`config.mk`:
```
export PLATFORM = sky130hd
export DESIGN_NAME = accel_top
export DESIGN_NICKNAME = d
export VERILOG_FILES = /design/src/rtl/accel_pkg.sv /design/src/rtl/accel_lzc24.sv /design/src/rtl/accel_top.sv
export SDC_FILE = /design/constraint.sdc
export NUM_CORES = 1
export LEC_CHECK = 0
export ABC_CLOCK_PERIOD_IN_PS = 2430
export CORE_AREA = 4 4 179 181
export CTS_CLUSTER_DIAMETER = 50
export CTS_CLUSTER_SIZE = 12
export DETAILED_ROUTE_END_ITERATION = 10
export DIE_AREA = 0 0 183 185
export GPL_TIMING_DRIVEN = 0
export SETUP_SLACK_MARGIN = 0.15
export SLEW_MARGIN = 40
export SYNTH_ARGS = -nofsm -noshare
export SYNTH_HDL_FRONTEND = slang
export SYNTH_SLANG_ARGS = --single-unit
```
`constraint.sdc`:
```
create_clock -name clk -period 2.43 [get_ports clk]
set_input_delay 0.486 -clock clk [delete_from_list [all_inputs] [get_ports clk]]
set_output_delay 0.486 -clock clk [all_outputs]
set_load 0.03 [all_outputs]
```
`src/rtl/accel_pkg.sv`:
```
// Shared formats for the float32 <-> Q2.22 converter.
package accel_pkg;

  localparam int unsigned FX_W      = 24;
  localparam int unsigned FX_FRAC   = 22;
  localparam int unsigned FT_W      = 32;
  localparam int unsigned FT_EXP_W  = 8;
  localparam int unsigned FT_MANT_W = 23;
  localparam int unsigned FT_BIAS   = 127;

  localparam logic [FX_W-1:0] FX_MAX = 24'h7FFFFF;
  localparam logic [FX_W-1:0] FX_MIN = 24'h800000;

  typedef logic signed [FX_W-1:0] fx_t;

  typedef struct packed {
    logic                 sign;
    logic [FT_EXP_W-1:0]  exp;
    logic [FT_MANT_W-1:0] mant;
  } ft_t;

endpackage

```
`src/rtl/accel_lzc24.sv`:
```
// Combinational 24-bit leading-zero counter; an all-zero input reports 24.
module accel_lzc24
  import accel_pkg::*;
(
  input  logic [FX_W-1:0] d_i,
  output logic [4:0]      cnt_o,
  output logic            zero_o
);

  logic found;

  always_comb begin
    cnt_o = 5'd24;
    found = 1'b0;
    for (int unsigned i = 0; i < FX_W; i++) begin
      if (!found && d_i[FX_W-1-i]) begin
        cnt_o = 5'(i);
        found = 1'b1;
      end
    end
  end

  assign zero_o = ~|d_i;

endmodule

```
`src/rtl/accel_top.sv`:
```
// float32 -> Q2.22 and Q2.22 -> float32 converters, registered behind clk_en.
// ACCEL_ROUND_NEAREST_EN selects round-to-nearest-even for float->fixed (default truncates).
module accel_top
  import accel_pkg::*;
(
  input  logic              clk,
  input  logic              reset,
  input  logic              clk_en,
  input  logic [FT_W-1:0]   x_ft,
  input  logic [FX_W-1:0]   x_fx,
  output logic [FX_W-1:0]   y_fx,
  output logic [FT_W-1:0]   y_ft
);

  ft_t         f_in;
  logic [23:0] sig;
  logic [7:0]  rsh;
  logic [4:0]  rsh_c;
  logic [24:0] mag;
  fx_t         y_fx_d, y_fx_q;
  ft_t         y_ft_d, y_ft_q;

  assign f_in = x_ft;
  assign sig  = {1'b1, f_in.mant};

  // Fixed magnitude = sig * 2^(exp-128); only exp < 128 reaches here unsaturated.
  // Shifts beyond 26 leave nothing at or above the half-LSB, so clamp there.
  assign rsh   = 8'd128 - f_in.exp;
  assign rsh_c = (rsh > 8'd26) ? 5'd26 : rsh[4:0];

`ifdef ACCEL_ROUND_NEAREST_EN
  logic [49:0] wide;
  logic        rnd_up;
  assign wide   = {sig, 26'b0} >> rsh_c;
  assign rnd_up = wide[25] & ((|wide[24:0]) | wide[26]);
  assign mag    = {1'b0, wide[49:26]} + {24'b0, rnd_up};
`else
  assign mag    = {1'b0, sig >> rsh_c};
`endif

  always_comb begin
    y_fx_d = '0;
    if (f_in.exp == '1)
      y_fx_d = (f_in.mant != '0) ? '0 : (f_in.sign ? FX_MIN : FX_MAX);
    else if (f_in.exp == '0)
      y_fx_d = '0;
    else if (f_in.exp[7])
      y_fx_d = f_in.sign ? FX_MIN : FX_MAX;
    else if (!f_in.sign)
      y_fx_d = (mag > 25'(FX_MAX)) ? FX_MAX : mag[23:0];
    else
      y_fx_d = (mag >= 25'(FX_MIN)) ? FX_MIN : -mag[23:0];
  end

  logic [FX_W-1:0]      fx_mag;
  logic [4:0]           lz;
  logic                 fx_zero;
  logic [FT_MANT_W-1:0] norm_mant;

  // 0x800000 negates to itself, which read unsigned is the required 2^23.
  assign fx_mag = x_fx[FX_W-1] ? -x_fx : x_fx;

  accel_lzc24 u_lzc (
    .d_i    (fx_mag),
    .cnt_o  (lz),
    .zero_o (fx_zero)
  );

  assign norm_mant = FT_MANT_W'(fx_mag << lz);

  always_comb begin
    y_ft_d = '0;
    if (!fx_zero) begin
      y_ft_d.sign = x_fx[FX_W-1];
      y_ft_d.exp  = 8'(FT_BIAS + FX_W - 1 - FX_FRAC) - {3'b0, lz};
      y_ft_d.mant = norm_mant;
    end
  end

  always_ff @(posedge clk or posedge reset) begin
    if (reset) begin
      y_fx_q <= '0;
      y_ft_q <= '0;
    end else if (clk_en) begin
      y_fx_q <= y_fx_d;
      y_ft_q <= y_ft_d;
    end
  end

  assign y_fx = y_fx_q;
  assign y_ft = y_ft_q;

endmodule

```
==> results.yml, run 1 <==
clocking:
  cts.clk_slew.worst_paths_ns: 0.08
  clock_latency_ns: 0.30
  cts_made_buffers: 5
  clock-root-buffer: "clkbuf_16"
  cts_max_path_buffers: 2
  cts-hold-fix-buffers: 0
  cts_tree: "yes"
  clock-sinks: 56
  ctsHtreeMaxLevel: 2
finish:
  utilization_pct: 40.81
  num_antenna_cells: 0
  drive_gt1_share_pct: 37.81
  layout_common_cells: "buf_4 (127), clkdlybuf4s50_1 (84), nand2_1 (74)"
  area_growth_pct: 65.11
  layout.cells.most_common: "buf_4"
  nets: 1309
  fin_area_um2: 12420
setup_path:
  arrival_ns: 4.34
  r2r_start: "y_fx[22]"
  startpoint_type: "primary input"
  critPathRequiredTime_ns: 2.63
  crit_path_end_kind: "flip-flop"
  cp_max_fo: 8
  path_class: "in -> reg"
  r2r_setup_slack_ns: 1.29
  r2r-end: "y_fx[22]"
  worstRegToRegCells: 4
floorplanning:
  placementRows: 64
  die_area_um2: 33860
  die_h_um: 185
  io_pins: 115
  core_area_um2: 30430
  fp.dieW_um: 183
  initial_utilization_pct: 24.72
placement:
  port_buffers: 102
  dp_slack_ns: -3.448
  place_congestion: 0.9511
  hpwl_um: 23790
  place_area_um2: 9638
yosys:
  async_reset_ff_share_pct: 100.0
  ys_ff_latch: 56
  ys.flop_type: "dfrtp_1"
  netlist_area_um2: 7521
  yosysSeqAreaShare_pct: 18.63
  synth-edff-count: 0
  synthCells: 971
  synth_cell_type_count: 103
  syn_nets: 1037
  syn-mean-instance-area_um2: 7.746
  ys.warnings.count: 0
drt:
  routed.top_layer: "met4"
  ant_nets: 0
  drt_pre_antenna_iters: 8
  wire_per_inst_um: 21.19
  drtIter0Drc: 930
  wirelength_met1_um: 13530
  met3_wirelength_um: 2728
  viasPerCell: 5.938
  dr_wl_met2_um: 16760
  num_vias: 9733
  drc: 1
  routed_wl_um: 34730
sta:
  tightestPinTransition_ns: 0.8581
  setup_ws_ns: -1.714
  slew_headroom_pct: 42.35
  fin_crit_sh_pct: 170.5
  timing.fmax_mhz: 241.3
  grt_setup_unrepaired: "yes"
  skew_ns: 0
  hold_viol_final: 0
  setup_viol: 55
  final_max_slew_viol_count: 0
  fin_crit_ns: 4.144
pwr:
  power_leakage_nw: 4.700
  total_power_mw: 5.596
  vdd_drop_max_mv: 0.3691
  power_density_nw_per_um2: 450.6
global_routing:
  gr-usage-all-layers_pct: 18.90
  grt_start_max_net_pins: 44
  grt_remaining_overflow: 0
  grt_antenna_before_repair: 0
  grt_pass1_wl_um: 52160
  grt_pass1_vias: 9353
outcome:
  violations: "DRC, setup timing"
  outcome: "finished, violations left"
flow_run:
  maxCapViolCount: 0
hold_path:
  hp-class: "in -> async"
-- cells by family (layout without fill, tap and decap cells) --
group                    count (synthesis)  after routing  share of synthesized area [%]
adder cells (fa/ha/maj)                  7              7                          1.164
XOR/XNOR                                43             43                          5.207
flip-flops                              56             56                          18.63
multiplexers                            68             68                          9.732
AND/OR/NAND/NOR                        350            350                          24.92
AO/OA/AOI/OAI                          353            353                          34.94
buffers and inverters                   94            366                          5.407
-- synthesized netlist by cell type (18+ instances only) --
cell type	n	area share, %
o21ai_0	39	2.6
o211ai_1	40	4.0
a21oi_1	55	3.7
xnor2_1	18	2.1
nand2_1	82	4.1
dfrtp_1	56	19
a31oi_1	20	1.7
xor2_1	23	2.7
mux2i_1	51	6.8
nor3_1	33	2.2
nor2_1	84	4.2
a211oi_1	31	3.1
nand3_1	23	1.5
and2_1	19	1.6
clkbuf_1	48	2.4
-- sequential cells by signal, summed over array words and instances (netlist names) --
name	cells
y_ft	32
y_fx	24
-- layout make-up --
class	instances	area, µm²
buffer	75	633.1
clock buffer	5	125.1
clock inverter	2	60.06
fill	2961	18010
inverter	18	107.6
multi-input combinational	821	7146
sequential	56	1401
tap	396	495.5
timing repair buffer	266	2450
-- through the flow --
| stage | cells | hold slack [ns] | setup TNS (ns) |
|---|---|---|---|
| final | 1639 | 0.4567 | -75.20 |
| after global routing | 1639 | 0.4919 | -80.61 |
| after CTS | 1605 | 0.4618 | -68.08 |
| after detailed placement | 1471 | 0.4811 | -152.42 |
| after global placement | 1469 | 0.4785 | -185.84 |
| after floorplan | 971 | 0.6371 | -69.08 |
-- critical path, cell delays in order --
cell and delay, ns:
buf_8 0.08, buf_12 0.10, inv_8 0.03, buf_8 0.11
ha_4 0.15, buf_8 0.13, nor3b_2 0.19, o211ai_2 0.12
and2_4 0.18, buf_6 0.12, a211o_4 0.35, o221ai_4 0.31
o211ai_1 0.22, a222oi_1 0.51, o2111a_1 0.26, nand4_1 0.07
buf_4 0.17, buf_6 0.14, nor4_4 0.28, nand2_1 0.14
a41o_1 0.20
-- routing by layer --
metal  track usage (%)  vias to the layer above
li1                  -                     4319
met1             22.77                     4676
met2             33.22                      604
met3             3.633                      134
met4             7.479                        0
met5                 0                        -
-- power by group --
group	switching (mW)	internal, mW	total (mW)
Combinational	1.87	1.56	3.43
Sequential	0.133	1.09	1.22
Clock	0.358	0.586	0.944
Total	2.36	3.23	5.60
-- worst max-delay path by stage --
stage | depth (start not counted) | slack (ns) | endpoint | startpoint
3_5_place_dp | 18 | -3.45 | y_fx[19] | x_ft[23]
4_1_cts | 22 | -1.62 | y_fx[22] | x_ft[23]
5_1_grt | 22 | -1.82 | y_fx[23] | x_ft[23]
3_3_place_gp | 18 | -3.57 | y_fx[19] | x_ft[23]
2_1_floorplan | 17 | -1.70 | y_fx[19] | x_ft[23]
6_report | 21 | -1.71 | y_fx[23] | x_ft[23]
-- repair_timing --
item	CTS	global route
gates cloned	1	1
setup buffers	126	34
pin swaps	104	70
gates resized for setup	258	85
setup endpoints to repair	55	55
No activity file was read; power rests on OpenSTA's default activity.
==> run 2: changes to the inputs <==
ABC_AREA = 1   (was unset)
CORE_AREA = 4 4 173 175   (was 4 4 179 181)
DIE_AREA = 0 0 177 179   (was 0 0 183 185)
==> run 2 against run 1 <==
  * The flow finishes with violations (setup timing)
  * Power down 3.9%
  * Combinational power about the same
  * Worst hold slack worse by 0.011 ns
  * Die area down 6.4%
  * Register-to-register slack better by 0.40 ns
  * Final area up 5.8%
  * Largest cell class unchanged
==> results.yml, run 2 <==
global_routing:
  grt_start_max_net_pins: 44
  grt_pass1_vias: 9383
  grt_pass1_wl_um: 46640
  gr-usage-all-layers_pct: 17.87
  grt_antenna_before_repair: 1
  grt_remaining_overflow: 0
drt:
  drtIter0Drc: 1070
  num_vias: 10060
  drc: 0
  routed_wl_um: 31830
  wire_per_inst_um: 16.55
  ant_nets: 0
  drt_pre_antenna_iters: 6
  viasPerCell: 5.229
placement:
  hpwl_um: 21500
  place_congestion: 0.9161
  placed_cells: 1775
  port_buffers: 112
setup_path:
  startpoint_type: "primary input"
  path_class: "in -> reg"
  r2r_start: "y_fx[1]"
  cp_max_fo: 5
  critPathRequiredTime_ns: 2.60
  worstRegToRegCells: 2
  arrival_ns: 3.60
  crit_path_end_kind: "flip-flop"
  r2r_setup_slack_ns: 1.69
  r2r-end: "y_fx[1]"
outcome:
  violations: "setup timing"
  outcome: "finished, violations left"
sta:
  hold_ws_ns: 0.4461
  skew_ns: 0
  tightestPinTransition_ns: 0.8082
  setup_viol: 54
  timing.fmax_mhz: 291.7
  grt_setup_unrepaired: "yes"
  hold_viol_final: 0
  fin_crit_sh_pct: 141.1
  final_max_slew_viol_count: 0
  fin_crit_ns: 3.428
  setup_ws_ns: -0.9982
  slew_headroom_pct: 45.55
floorplanning:
  io_pins: 115
  core_area_um2: 28470
  initial_utilization_pct: 24.65
  die_area_um2: 31680
  placementRows: 62
  die_h_um: 179
  fp.dieW_um: 177
hold_path:
  hp-class: "in -> async"
yosys:
  netlist_area_um2: 7018
  yosysSeqAreaShare_pct: 19.97
  ys_ff_latch: 56
  syn-mean-instance-area_um2: 5.491
  ys.flop_type: "dfrtp_1"
  synth-simple-area-share_pct: 56.55
  synth_xor_area_share_pct: 2.478
  ys.warnings.count: 0
  synth_compound_area_share_pct: 9.663
  synth_common_cells: "nand2_1 (422), nand3_1 (277), nor2_1 (108)"
  async_reset_ff_share_pct: 100.0
  synth.most_common_cell: "nand2_1"
  synth-edff-count: 0
  synthCells: 1278
  synth_area_leaders: "nand2_1 (23%), dfrtp_1 (20%), nand3_1 (20%), nor2_1 (5.8%), inv_1 (5.5%)"
  syn_nets: 1344
  yosys.area.top_type_share_pct: 22.57
  synth_top_cell_by_area: "nand2_1"
  synth_fa_ha_area_share_pct: 1.248
  synth_top_family_by_area: "simple AND/OR/NAND/NOR gates"
  synthMuxAreaShare_pct: 0
  synth_cell_type_count: 38
finish:
  area_growth_pct: 87.16
  fin_cells: 1924
  largest_reg_flops: 32
  drive_gt1_share_pct: 47.60
  layout_common_cells: "nand2_1 (264), nand3_1 (122), nand3_2 (121)"
  num_antenna_cells: 0
  layout.cells.most_common: "nand2_1"
  nets: 1605
flow_run:
  maxCapViolCount: 0
clocking:
  clock-root-buffer: "clkbuf_16"
  cts-hold-fix-buffers: 0
  clock-sinks: 56
  clock_latency_ns: 0.30
  cts_tree: "yes"
  cts.clk_slew.worst_paths_ns: 0.08
  ctsHtreeMaxLevel: 2
  cts_made_buffers: 5
  cts_max_path_buffers: 2
pwr:
  total_power_mw: 5.377
  vdd_drop_max_mv: 0.2731
  power_density_nw_per_um2: 409.3
  power_leakage_nw: 5.944
-- run 2: cell count changes in the layout (fill, tap and decap cells not counted), moves of 36 or more --
cell      before  now
nand3_1       19  122
nand2_1       74  264
nand2_4        1   46
inv_1          9   66
nand2_2        7  116
o211ai_1      40    2
nand3_2        4  121
nor2_4         8   44
nand3_4        1   40
-- run 2: logic make-up after synthesis --
logic type      after synthesis
compound gates              131
xor+xnor                     19
fa+ha+maj                     7
buf+inv                     175
flops                        56
simple gates                890
-- run 2: worst max-delay path by stage --
| stage | from | endpoint | slack, ns |
|---|---|---|---|
| 6_report | x_ft[23] | y_fx[12] | -1.0 |
| 5_1_grt | x_fx[3] | y_ft[20] | -1.21 |
| 4_1_cts | x_ft[23] | y_fx[14] | -0.90 |
| 3_5_place_dp | x_ft[23] | y_fx[22] | -2.33 |
| 3_3_place_gp | x_ft[23] | y_fx[14] | -2.34 |
| 2_1_floorplan | x_ft[23] | y_fx[14] | -0.89 |
-- run 2: worst max-delay path: stages --
cell and delay (ns):
buf_12 0.10, buf_4 0.14, nor3_4 0.23, xor2_2 0.19, nor2_2 0.06, nor2_2 0.14, nand2_4 0.12, nor2_8 0.18
buf_6 0.16, buf_8 0.13, nand2_4 0.06, nand3_4 0.08, nand2_2 0.06, nand2_2 0.12, nand2_4 0.08, o21ai_4 0.16
nand2_4 0.08, ha_4 0.18, nand2_4 0.06, nor2_4 0.04, buf_6 0.12, buf_12 0.12, nand3_2 0.07, nand2_2 0.05
o21ai_2 0.16, nand2_1 0.07, nand2_1 0.09, a21oi_2 0.05
-- run 2: per-layer routing --
metal,track usage (%),share of wire (%)
met2,32.30,50
met4,5.738,4.4
met3,2.615,6.5
met1,21.85,39
met5,0,0.041
-- run 2: metrics by stage --
step / util, % / setup TNS, ns / area (µm²) / setup WS, ns
2_1_floorplan: - / -36.10 / 7585 / -0.8854
3_3_place_gp: 32.27 / -142.17 / 9186 / -2.336
3_5_place_dp: 32.37 / -112.95 / 9216 / -2.332
4_1_cts: 40.50 / -40.73 / 11530 / -0.8978
5_1_grt: 46.14 / -56.68 / 13140 / -1.210
6_report: 46.14 / -45.94 / 13140 / -0.9982
-- run 2: cell type report --
| class | instances | area [µm²] |
|---|---|---|
| clock inverter | 3 | 22.52 |
| clock buffer | 5 | 125.1 |
| multi-input combinational | 1048 | 7433 |
| sequential | 56 | 1401 |
| timing repair buffer | 253 | 2540 |
| buffer | 56 | 570.5 |
| tap | 384 | 480.5 |
| inverter | 119 | 561.8 |
| fill | 2705 | 15330 |
-- run 2: power breakdown --
group,internal [mW],switching (mW),total (mW)
registers,1.09,0.103,1.19
clock network,0.387,0.360,0.747
logic,1.39,2.05,3.44
-- run 2: timing repair --
action | CTS | global route
resized for setup | 458 | 318
pin swaps | 130 | 162
endpoints found under the setup margin | 55 | 55
cloned | 8 | 4
setup buffers | 88 | 41
==> run 3: changes to the inputs <==
CORE_AREA = 4 4 174 176   (was 4 4 173 175)
DIE_AREA = 0 0 178 180   (was 0 0 177 179)
SKIP_CTS_REPAIR_TIMING = 1   (was unset)
SYNTH_HIERARCHICAL = 1   (was unset)
==> run 3 against run 2 <==
  * The flow still finishes with violations (setup timing)
  * Clock-buffer cell count unchanged
  * Core utilization decreased by 4.9 points
  * Final area decreased by 10%
  * Critical path depth increased by 4
  * Die area increased by 1.1%
  * Routed wire length decreased by 8.9%
  * Critical path type unchanged
  * Critical endpoint is now y_ft[20]
==> results.yml, run 3 <==
outcome:
  outcome: "finished, violations left"
  violations: "setup timing"
setup_path:
  path_class: "in -> reg"
  arrival_ns: 4.51
  startpoint_type: "primary input"
  critPathRequiredTime_ns: 2.63
  slowest_stage: "nand3b_1"
  critPathMaxStageDelay_ns: 0.26
  crit_path_end_kind: "flip-flop"
  cpMostUsedCell: "o21ai_2"
  worstRegToRegCells: 1
  cp_max_fo: 7
drt:
  drc: 0
  wire_per_inst_um: 16.09
  viasPerCell: 5.129
  drt_pre_antenna_iters: 7
  drtIter0Drc: 667
  routed_wl_um: 29010
  ant_nets: 0
  num_vias: 9248
clocking:
  cts_made_buffers: 5
  cts_max_path_buffers: 2
  cts_tree: "yes"
  clock-root-buffer: "clkbuf_16"
  ctsHtreeMaxLevel: 2
  clock-sinks: 56
  cts.clk_slew.worst_paths_ns: 0.07
  clock_latency_ns: 0.31
floorplanning:
  io_pins: 115
  fp.dieW_um: 178
  die_h_um: 180
  die_area_um2: 32040
  core_area_um2: 28630
  initial_utilization_pct: 24.72
  placementRows: 62
sta:
  timing.fmax_mhz: 231.8
  setup_viol: 56
  fin_crit_sh_pct: 177.5
  final_max_slew_viol_count: 0
  skew_ns: 0
  setup_ws_ns: -1.884
  slew_headroom_pct: 47.09
  hold_viol_final: 0
  tightestPinTransition_ns: 0.7880
  grt_setup_unrepaired: "yes"
  setup-tns-final_ns: -71.73
  fin_crit_ns: 4.314
yosys:
  synth-edff-count: 0
  synth_common_cells: "nand2_1 (332), nand3_1 (201), inv_1 (99)"
  synth_cell_type_count: 52
  async_reset_ff_share_pct: 100.0
  ys.warnings.count: 6
  synth_top_cell_by_area: "dfrtp_1"
  yosysSeqAreaShare_pct: 19.81
  yosys.area.top_type_share_pct: 19.81
  syn-mean-instance-area_um2: 5.976
  ys_ff_latch: 56
  ys.flop_type: "dfrtp_1"
  netlist_area_um2: 7076
  syn_nets: 1250
  synth_area_leaders: "dfrtp_1 (20%), nand2_1 (18%), nand3_1 (14%), o21ai_0 (6.2%), inv_1 (5.3%)"
  synth.most_common_cell: "nand2_1"
  synthCells: 1184
global_routing:
  gr-usage-all-layers_pct: 15.67
  grt_pass1_wl_um: 41630
  grt_start_max_net_pins: 30
  grt_pass1_vias: 8051
  grt_antenna_before_repair: 0
  grt_remaining_overflow: 0
finish:
  drive_gt1_share_pct: 36.29
  layout_common_cells: "nand2_1 (279), nand3_1 (99), clkdlybuf4s50_1 (96)"
  layout.cells.most_common: "nand2_1"
  largest_reg_flops: 32
  area_growth_pct: 66.65
  nets: 1484
  num_antenna_cells: 0
hold_path:
  hold_depth: 2
  hp-class: "reg -> reg"
placement:
  place_congestion: 0.9197
  port_buffers: 111
  hpwl_um: 21370
pwr:
  power_density_nw_per_um2: 425.3
  total_power_mw: 5.015
  vdd_drop_max_mv: 0.2981
  power_leakage_nw: 5.492
flow_run:
  maxCapViolCount: 0
==> run 3: kinds of logic (layout without fill, tap and decap cells) <==
kind of cell / count (synthesis) / count (layout) / synth area share, %
flip-flops: 56 / 56 / 19.81
adder cells (fa/ha/maj): 7 / 7 / 1.238
AO/OA/AOI/OAI: 177 / 177 / 14.39
XOR/XNOR: 20 / 20 / 2.476
buffers and inverters: 172 / 406 / 10.65
AND/OR/NAND/NOR: 746 / 747 / 50.59
multiplexers: 6 / 6 / 0.8488
==> run 3: worst paths after layout <==
check                         from  slack, ns  endpoint
setup / recovery           x_fx[0]      -1.88  y_ft[20]
hold / removal             y_ft[9]       0.48   y_ft[9]
setup reg to reg           y_ft[1]       1.63   y_ft[1]
hold reg to reg            y_ft[9]       0.48   y_ft[9]
max in group asynchronous    reset       1.42  y_fx[20]
min in group asynchronous    reset       0.53  y_ft[27]
==> run 3: final cells by class <==
cell class	instances	area, µm²
fillers	2859	16830
multi-input cells	957	6539
repair buffers	226	2210
flip-flops and latches	56	1401
plain buffers	61	513.0
inverters	111	498.0
well taps	384	480.5
clock buffers	5	125.1
clock inverters	3	25.02
==> run 3: worst max-delay path, delay by kind of cell <==
family,cells,cell delay (ns)
AOI/OAI and AO/OA,5,0.67
adders and majority gates,1,0.12
and+or+nand+nor,19,2.46
buffers and inverters,6,0.56
xor gates and xnor gates,1,0.18
==> run 3: per-layer routing <==
layer | routed length, µm | up-vias | track usage [%]
met5 | 0 | - | 0
met4 | 650 | 0 | 3.342
met3 | 1829 | 56 | 2.269
met2 | 14230 | 330 | 26.85
met1 | 12300 | 4400 | 20.86
li1 | - | 4462 | -
==> run 3: power by group <==
group	leakage [nW]	internal [mW]	switching [mW]
combinational	4.76	1.26	1.78
sequential	0.659	1.10	0.125
clock	0.0708	0.390	0.361
==> run 3: stage by stage <==
| stage | utilization (%) | setup slack (ns) | hold slack (ns) | cell area (µm²) | std cells |
|---|---|---|---|---|---|
| after floorplan | - | -1.719 | 0.6581 | 7473 | 1184 |
| after global placement | 31.67 | -3.384 | 0.4627 | 9065 | 1679 |
| after detailed placement | 31.75 | -3.417 | 0.4666 | 9087 | 1680 |
| after CTS | 32.27 | -3.095 | 0.4933 | 9238 | 1688 |
| after global routing | 41.19 | -2.089 | 0.5138 | 11790 | 1803 |
| final | 41.19 | -1.884 | 0.4802 | 11790 | 1803 |
